**src/rtl/key_sched_pkg.sv**
```systemverilog
// Shared types and constants for the key event scheduler.
// Holds the repeat FSM states, default 50 MHz timing and index-width helper.
package key_sched_pkg;

   typedef enum logic [1:0] {
      IDLE,
      DELAY,
      REPEAT
   } rpt_state_e;

   localparam int REPEAT_DELAY_50M  = 12500000;
   localparam int REPEAT_PERIOD_50M = 5000000;

   function automatic int key_idx_w(input int n);
      return (n > 1) ? $clog2(n) : 1;
   endfunction

endpackage

```
**src/rtl/key_event_scheduler_rr_arbiter.sv**
```systemverilog
// Round-robin arbiter: first set request at or above ptr, with wrap-around.
// Purely combinational; gnt is one-hot, gnt_idx its binary index.
module rr_arbiter
   import key_sched_pkg::*;
#(
   parameter int N  = 4,
   parameter int KW = key_idx_w(N)
) (
   input  logic [N-1:0]  req,
   input  logic [KW-1:0] ptr,
   output logic [N-1:0]  gnt,
   output logic [KW-1:0] gnt_idx,
   output logic          gnt_vld
);

   always_comb begin
      int j;
      j       = 0;
      gnt     = '0;
      gnt_idx = '0;
      gnt_vld = 1'b0;
      for (int i = 0; i < N; i++) begin
         j = int'(ptr) + i;
         if (j >= N) j = j - N;
         if (!gnt_vld && req[j]) begin
            gnt[j]  = 1'b1;
            gnt_idx = KW'(j);
            gnt_vld = 1'b1;
         end
      end
   end

endmodule

```
**src/rtl/key_event_scheduler.sv**
```systemverilog
// Turns debounced key levels into press and auto-repeat events,
// arbitrated round-robin onto one valid/ready event stream.
module key_event_scheduler
   import key_sched_pkg::*;
#(
   parameter int NUM_KEYS      = 4,
   parameter int CNT_W         = 24,
   parameter int REPEAT_DELAY  = REPEAT_DELAY_50M,
   parameter int REPEAT_PERIOD = REPEAT_PERIOD_50M
) (
   input  logic                        clock,
   input  logic                        reset_n,
   input  logic                        enable,
   input  logic [NUM_KEYS-1:0]         keys_in,
   output logic                        event_valid,
   input  logic                        event_ready,
   output logic [$clog2(NUM_KEYS)-1:0] event_key,
   output logic                        event_repeat,
   output logic                        overrun
);

   localparam int KW = key_idx_w(NUM_KEYS);
   localparam logic [CNT_W-1:0] DLY_TC = CNT_W'(REPEAT_DELAY - 1);
   localparam logic [CNT_W-1:0] PER_TC = CNT_W'(REPEAT_PERIOD - 1);
   localparam logic [KW-1:0]    LAST   = KW'(NUM_KEYS - 1);

   logic [NUM_KEYS-1:0] keys_q;
   logic [NUM_KEYS-1:0] pending_q, pending_d;
   logic [NUM_KEYS-1:0] pend_rpt_q, pend_rpt_d;
   logic [NUM_KEYS-1:0] press, tick_vec, set_vec, clr_vec, gnt;
   rpt_state_e          state_q, state_d;
   logic [CNT_W-1:0]    timer_q, timer_d, tc;
   logic [KW-1:0]       held_q, held_d;
   logic [KW-1:0]       rr_q, rr_d;
   logic [KW-1:0]       key_q, key_d;
   logic [KW-1:0]       press_idx, gnt_idx;
   logic                valid_q, valid_d;
   logic                rpt_q, rpt_d;
   logic                ovr_q, ovr_d;
   logic                any_press, held_on, tick, gnt_vld, load;

   assign press     = keys_in & ~keys_q;
   assign any_press = |press;
   assign held_on   = keys_in[held_q];

   always_comb begin
      press_idx = '0;
      for (int i = NUM_KEYS - 1; i >= 0; i--) begin
         if (press[i]) press_idx = KW'(i);
      end
   end

   // A fresh press always retargets the timer; release beats a due tick.
   always_comb begin
      state_d = state_q;
      timer_d = timer_q;
      held_d  = held_q;
      tick    = 1'b0;
      tc      = (state_q == DELAY) ? DLY_TC : PER_TC;
      if (!enable) begin
         state_d = IDLE;
         timer_d = '0;
      end else if (any_press) begin
         state_d = DELAY;
         timer_d = '0;
         held_d  = press_idx;
      end else begin
         unique case (state_q)
            IDLE: ;
            DELAY, REPEAT: begin
               if (!held_on) begin
                  state_d = IDLE;
                  timer_d = '0;
               end else if (timer_q == tc) begin
                  tick    = 1'b1;
                  timer_d = '0;
                  state_d = REPEAT;
               end else begin
                  timer_d = timer_q + 1'b1;
               end
            end
            default: begin
               state_d = IDLE;
               timer_d = '0;
            end
         endcase
      end
   end

   rr_arbiter #(
      .N  (NUM_KEYS),
      .KW (KW)
   ) u_arb (
      .req     (pending_q),
      .ptr     (rr_q),
      .gnt     (gnt),
      .gnt_idx (gnt_idx),
      .gnt_vld (gnt_vld)
   );

   assign load = enable && gnt_vld && (!valid_q || event_ready);

   // Sets are ORed in after the grant clear, so a same-edge set survives.
   always_comb begin
      tick_vec = '0;
      if (tick) tick_vec[held_q] = 1'b1;
      set_vec = enable ? (press | tick_vec) : '0;
      clr_vec = load ? gnt : '0;
      if (enable) begin
         pending_d  = (pending_q & ~clr_vec) | set_vec;
         pend_rpt_d = (pend_rpt_q | tick_vec) & ~press;
      end else begin
         pending_d  = '0;
         pend_rpt_d = '0;
      end
      ovr_d = enable && |(set_vec & pending_q & ~clr_vec);
   end

   always_comb begin
      valid_d = valid_q;
      key_d   = key_q;
      rpt_d   = rpt_q;
      rr_d    = rr_q;
      if (load) begin
         valid_d = 1'b1;
         key_d   = gnt_idx;
         rpt_d   = pend_rpt_q[gnt_idx];
         rr_d    = (gnt_idx == LAST) ? '0 : gnt_idx + 1'b1;
      end else if (valid_q && event_ready) begin
         valid_d = 1'b0;
      end
   end

   always_ff @(posedge clock or negedge reset_n) begin
      if (!reset_n) begin
         keys_q     <= '0;
         pending_q  <= '0;
         pend_rpt_q <= '0;
         state_q    <= IDLE;
         timer_q    <= '0;
         held_q     <= '0;
         rr_q       <= '0;
         valid_q    <= 1'b0;
         key_q      <= '0;
         rpt_q      <= 1'b0;
         ovr_q      <= 1'b0;
      end else begin
         keys_q     <= keys_in;
         pending_q  <= pending_d;
         pend_rpt_q <= pend_rpt_d;
         state_q    <= state_d;
         timer_q    <= timer_d;
         held_q     <= held_d;
         rr_q       <= rr_d;
         valid_q    <= valid_d;
         key_q      <= key_d;
         rpt_q      <= rpt_d;
         ovr_q      <= ovr_d;
      end
   end

   assign event_valid  = valid_q;
   assign event_key    = key_q;
   assign event_repeat = rpt_q;
   assign overrun      = ovr_q;

endmodule

```
**config.mk**
```make
export PLATFORM = sky130hd
export DESIGN_NAME = key_event_scheduler
export DESIGN_NICKNAME = d
export VERILOG_FILES = /design/src/rtl/key_sched_pkg.sv /design/src/rtl/key_event_scheduler_rr_arbiter.sv /design/src/rtl/key_event_scheduler.sv
export SDC_FILE = /design/constraint.sdc
export NUM_CORES = 1
export LEC_CHECK = 0
export BUFFER_PORTS_ARGS = -buffer_cell sky130_fd_sc_hd__buf_2
export CORE_MARGIN = 1
export CORE_UTILIZATION = 67
export DETAILED_ROUTE_END_ITERATION = 7
export PLACE_DENSITY = 0.86
export SKIP_CTS_REPAIR_TIMING = 1
export SYNTH_ARGS = -nofsm -noshare
export SYNTH_HDL_FRONTEND = slang
export SYNTH_SLANG_ARGS = --single-unit
```
**constraint.sdc**
```tcl
create_clock -name clock -period 8.8 [get_ports clock]
set_input_delay 0.44 -clock clock [delete_from_list [all_inputs] [get_ports clock]]
set_output_delay 0.44 -clock clock [all_outputs]
set_load 0.03 [all_outputs]
```
* Yosys cells after proc, flatten, opt, wreduce, memory -nomap -nowiden
Index checks and enable logic that the tools add are counted.
W data, S select, Z words.
** Cells by class
- Reductions and logical operators :: 24
- Order comparisons :: 15
- $add $sub $neg :: 9
- Bitwise operators :: 14
- Muxes and demuxes :: 70
- Eq/ne operators :: 6
** Operator list (count)
- $ge A32 B1 Y1 const B :: 4
- $lt A32 B4 Y1 const B :: 4
- $mux W32 :: 4
- $mux W24 :: 5
- $ge A32 B4 Y1 const B :: 3
- $sub A32 B4 Y32 const B :: 3
- $pmux W24 S2 :: 1
- $mux W4 :: 9
- $mux W1 :: 26
- $mux W2 :: 13
- $add A24 B1 Y24 const B :: 1
- $eq A24 B24 Y1 :: 1
- $or A4 B4 Y4 :: 6
- $and A4 B4 Y4 :: 5
- $bmux W1 S2 :: 6
- $logic_and A1 B1 Y1 :: 12
- $not A4 Y4 :: 3
- $demux W1 S2 :: 5
- $reduce_or A4 Y1 :: 2
- $add A2 B2 Y3 const B :: 2
- $lt A2 B3 Y1 const B :: 2
- $ne A5 B5 Y1 const B :: 1
- $eq A2 B2 Y1 const B :: 2
- $logic_not A1 Y1 :: 4
- 13 further kinds :: 14
** Storage, ports and cells
- Logic and storage cells :: 149
- Register bits :: 47
- Output and inout bits :: 5

* Depth between registers and ports, before layout
- Depth in word-level cells :: 22
- Depth in mapped cells :: 11
- Gate-level depth less buffers :: 9

* By module
Synthesis repeated with hierarchy kept, for this count alone.
** Second synthesis, totals
- Cells, all modules :: 306
- Area, all modules :: 3091.7 um2
** Modules (own cells, without submodules)
- key_event_scheduler :: times used 1, cells each 258, area an instance 2631.3 um2
- rr_arbiter :: times used 1, cells each 48, area an instance 460.4 um2

* Worst setup path after synthesis
Ideal clock, no wire load.
- Kind :: register to register
- Start :: reg with a tool-made name
- End :: reg ovr_q (netlist: overrun)
- Library setup time :: 0.139 ns
- Path buffers :: 1
- Arrival time :: 2.814 ns
- Period minus slack after synthesis :: 2.953 ns
- Cell stages (with the launch flop) :: 11
- Slack :: 5.847 ns
- Required time :: 8.661 ns
- Cells stage by stage :: dfrtp_1 -> buf_2 -> clkinv_1 -> ha_1 -> mux4_2 -> a311oi_4 -> a221o_1 -> a22oi_2 -> and3_4 -> o221ai_2 -> a41oi_2
** RTL lines
- to (signal assigned) :: line key_event_scheduler.sv:158 : ovr_q <= ovr_d;
- to (decl) :: line key_event_scheduler.sv:39 : logic ovr_q, ovr_d;

==> impl_metrics.toml <==
[critical_path]
cp_data_arrival_time_ns = 3.63
worst_ep_required_time_ns = 8.97
endpoint_kind = "flop"
worstPathMaxFanout = 15
setup.worst_path.start_class = "flop"
crit_type = "flop to flop"

[run_status]
status = "finished clean"

[logic_synthesis]
synth_area_mm2 = 0.003079
async_reset_ff_share_pct = 100.0
synth-compound-area-share_pct = 21.86
synth_top_area_cell = "dfrtp_1"
syn_inst = 337
synth_adder_area_share_pct = 2.844
synth_nets = 352
synth-edff-count = 0
synth_xor_area_share_pct = 1.991
ys_warn_count = 0
syn_avg_cell_area_um2 = 9.137
yosys.area_share.simple_pct = 25.48
synth_area_leaders = "dfrtp_1 38%, o21ai_0 4.6%, nand2_1 3.7%"
seq_area_frac_synth_pct = 38.20
synthFlopType = "dfrtp_1"
ys_ff_latch = 47
synth_top_area_share_pct = 38.20
synth_mux_area_share_pct = 4.876
synth_cell_type_count = 67
synth_top_family_by_area = "simple AND/OR/NAND/NOR gates"

[routing]
wl_met3_um = 268
ant_nets = 0
viasPerCell = 6.703
drt-wirelength-per-cell_um = 16.86
drt_iter0_drc = 209
wl_met1_mm = 2.931
vias = 2641
wl_met2_mm = 3.321
top_layer_used = "met4"
drc = 0
routed_wl_mm = 6.643
drtPass1Iterations = 6

[placed_design]
dp.cells = 386
dp_hpwl_mm = 4.701
gp_congestion = 0.8846
io_buffers = 12

[finish]
fin_nets = 356
synthToLayoutAreaGrowth_pct = 4.145
fin_cells = 394
num_antenna_cells = 0
layout_common_cells = "47 x dfrtp_1, 30 x nand2_1, 28 x o21ai_0"
fillers = 322
layout-drive-gt1-share_pct = 11.40
final_common_cell = "dfrtp_1"

[power_and_ir_drop]
clock_power_share_pct = 19.9
intPower_mw = 0.3903
ir_worst_vdd_mv = 0.1207
p_switching_mw = 0.2414
p_comb_share_pct = 39.4
power_switching_share_pct = 38.22
power.leakage_nw = 1.294
powerDensity_mw_per_mm2 = 197.0
pwr-share-seq_pct = 40.7

[clock_network]
cts_tree = "yes"
cts.path.max_buffers = 2
htree_levels = 2
clk_pin_slew_ns = 0.09
clk_latency_ns = 0.30
root_buffer = "clkbuf_8"
clock-sinks = 47
cts_buffers = 5

[floorplan]
core_mm2 = 0.004384
fp-row-count = 24
die-width_um = 69.79
io_pins = 13
initial_core_util_pct = 70.23
die_area_mm2 = 0.004871
die_h_um = 69.79

[global_route]
grt_pass1_vias = 2459
grt_max_degree = 48
grt_pass1_wl_mm = 11.50
antenna_found_initial = 0
overflow = 0
track_usage_pct = 29.21

[sta]
max_freq_mhz = 289.2
finClkSkew_ns = 0.01058
finalSetupTns_ns = 0
rsz0062_at_grt = "no"
slew_viol_final = 0
tightestPinTransition_ns = 1.034
timing_hold_violations_final = 0
timing.final.crit_share_pct = 39.30
period_minus_slack_ns = 3.458
finalSetupViolations = 0
relSlewSlack_pct = 31.04

[flow_run]
maxCapViolCount = 0

[worst_hold_path]
holdCritPathClass = "primary input to flop"
cell families after synthesis:
family | Yosys count
AO/OA/AOI/OAI | 96
XOR/XNOR | 7
adder cells (fa/ha/maj) | 7
buffers and inverters | 32
flip-flops | 47
multiplexers | 10
AND/OR/NAND/NOR | 138
cell usage after synthesis (3+ instances only):
| cell type | instances |
|---|---|
| dfrtp_1 | 47 |
| nand2_1 | 30 |
| o21ai_0 | 28 |
| nor2_1 | 17 |
| nor3_1 | 16 |
| a21oi_1 | 14 |
| inv_1 | 13 |
| nand2b_1 | 13 |
| nand3_1 | 12 |
| o31ai_1 | 12 |
| buf_2 | 9 |
| ha_1 | 7 |
| mux2i_1 | 6 |
| o21ai_1 | 6 |
| xnor2_1 | 5 |
| and2_1 | 4 |
| clkbuf_1 | 4 |
| mux4_2 | 4 |
| nor2b_1 | 4 |
| nor4_1 | 4 |
| o211a_1 | 4 |
| o22ai_1 | 4 |
| or3_1 | 4 |
| a22oi_1 | 3 |
| a31oi_1 | 3 |
| and2b_1 | 3 |
| and3_1 | 3 |
| clkinv_1 | 3 |
| nand4_1 | 3 |
through the flow:
| step | total power, mW | util (%) | setup WS [ns] | instance area (um^2) | hold WS (ns) |
|---|---|---|---|---|---|
| after floorplan | 0.4608 | - | 5.847 | 3079 | 0.1444 |
| after global placement | 0.4971 | 71.20 | 5.587 | 3122 | 0.4597 |
| after detailed placement | 0.5074 | 71.20 | 5.412 | 3122 | 0.4586 |
| after CTS | 0.6323 | 73.15 | 5.392 | 3207 | 0.2665 |
| after global routing | 0.6737 | 73.15 | 5.080 | 3207 | 0.2650 |
| final | 0.6317 | 73.15 | 5.342 | 3207 | 0.2713 |
path summary, 6_finish.rpt:
check | to | cells past startpoint | slack (ns) | startpoint
min | keys_q[3]$_DFF_PN0_ | 1 | 0.27 | keys_in[3]
max | overrun$_DFF_PN0_ | 9 | 5.34 | flop
min reg2reg | event_key[1]$_DFFE_PN0P_ | 2 | 0.48 | event_key[1]$_DFFE_PN0P_
max reg2reg | overrun$_DFF_PN0_ | 9 | 5.34 | flop
max in group asynchronous | timer_q[14]$_DFFE_PN0P_ | 1 | 7.83 | reset_n
min in group asynchronous | held_q[1]$_DFFE_PN0P_ | 1 | 0.32 | reset_n
state kept, by name, indices dropped and copies added, names as in the netlist, named ones only:
name and flops:
pending_q 4, event_valid 1, event_key 2, rr_q 1, timer_q 24, state_q 2
held_q 2, pend_rpt_q 4, keys_q 4, overrun 1, event_repeat 1
routing by layer:
| layer | vias up | track usage [%] |
|---|---|---|
| met2 | 89 | 48.40 |
| met1 | 1279 | 38.63 |
| met3 | 16 | 4.360 |
| met4 | 0 | 11.56 |
| met5 | - | 0 |
| li1 | 1257 | - |
critical path, cell delays in order, from the launching register on:
cell       delay [ns]
dfrtp_1          0.65
clkinv_1         0.41
ha_1             0.46
or4b_1           0.53
o22ai_1          0.25
or2_1            0.36
o2bb2ai_1        0.15
a21oi_1          0.13
a22oi_1          0.28
a41oi_2          0.13
power by group through the flow:
stage                     clock network (mW)  registers [mW]  logic, mW
after global placement                     0           0.259      0.238
after CTS                              0.128           0.257      0.247
after detailed placement                   0           0.261      0.246
after global routing                   0.137           0.261      0.275
final                                  0.126           0.257      0.249
after floorplan                            0           0.257      0.203
cell type report:
class	instances	area [um^2]	share of cell area (%)
multi-input combinational	258	1757	54.78
sequential	47	1176	36.68
timing repair buffer	12	60.06	1.873
clock buffer	6	72.57	2.263
inverter	17	63.81	1.990
tap	52	65.06	2.029
clock inverter	2	12.51	0.3902
Power figures use the tool's default switching activity.
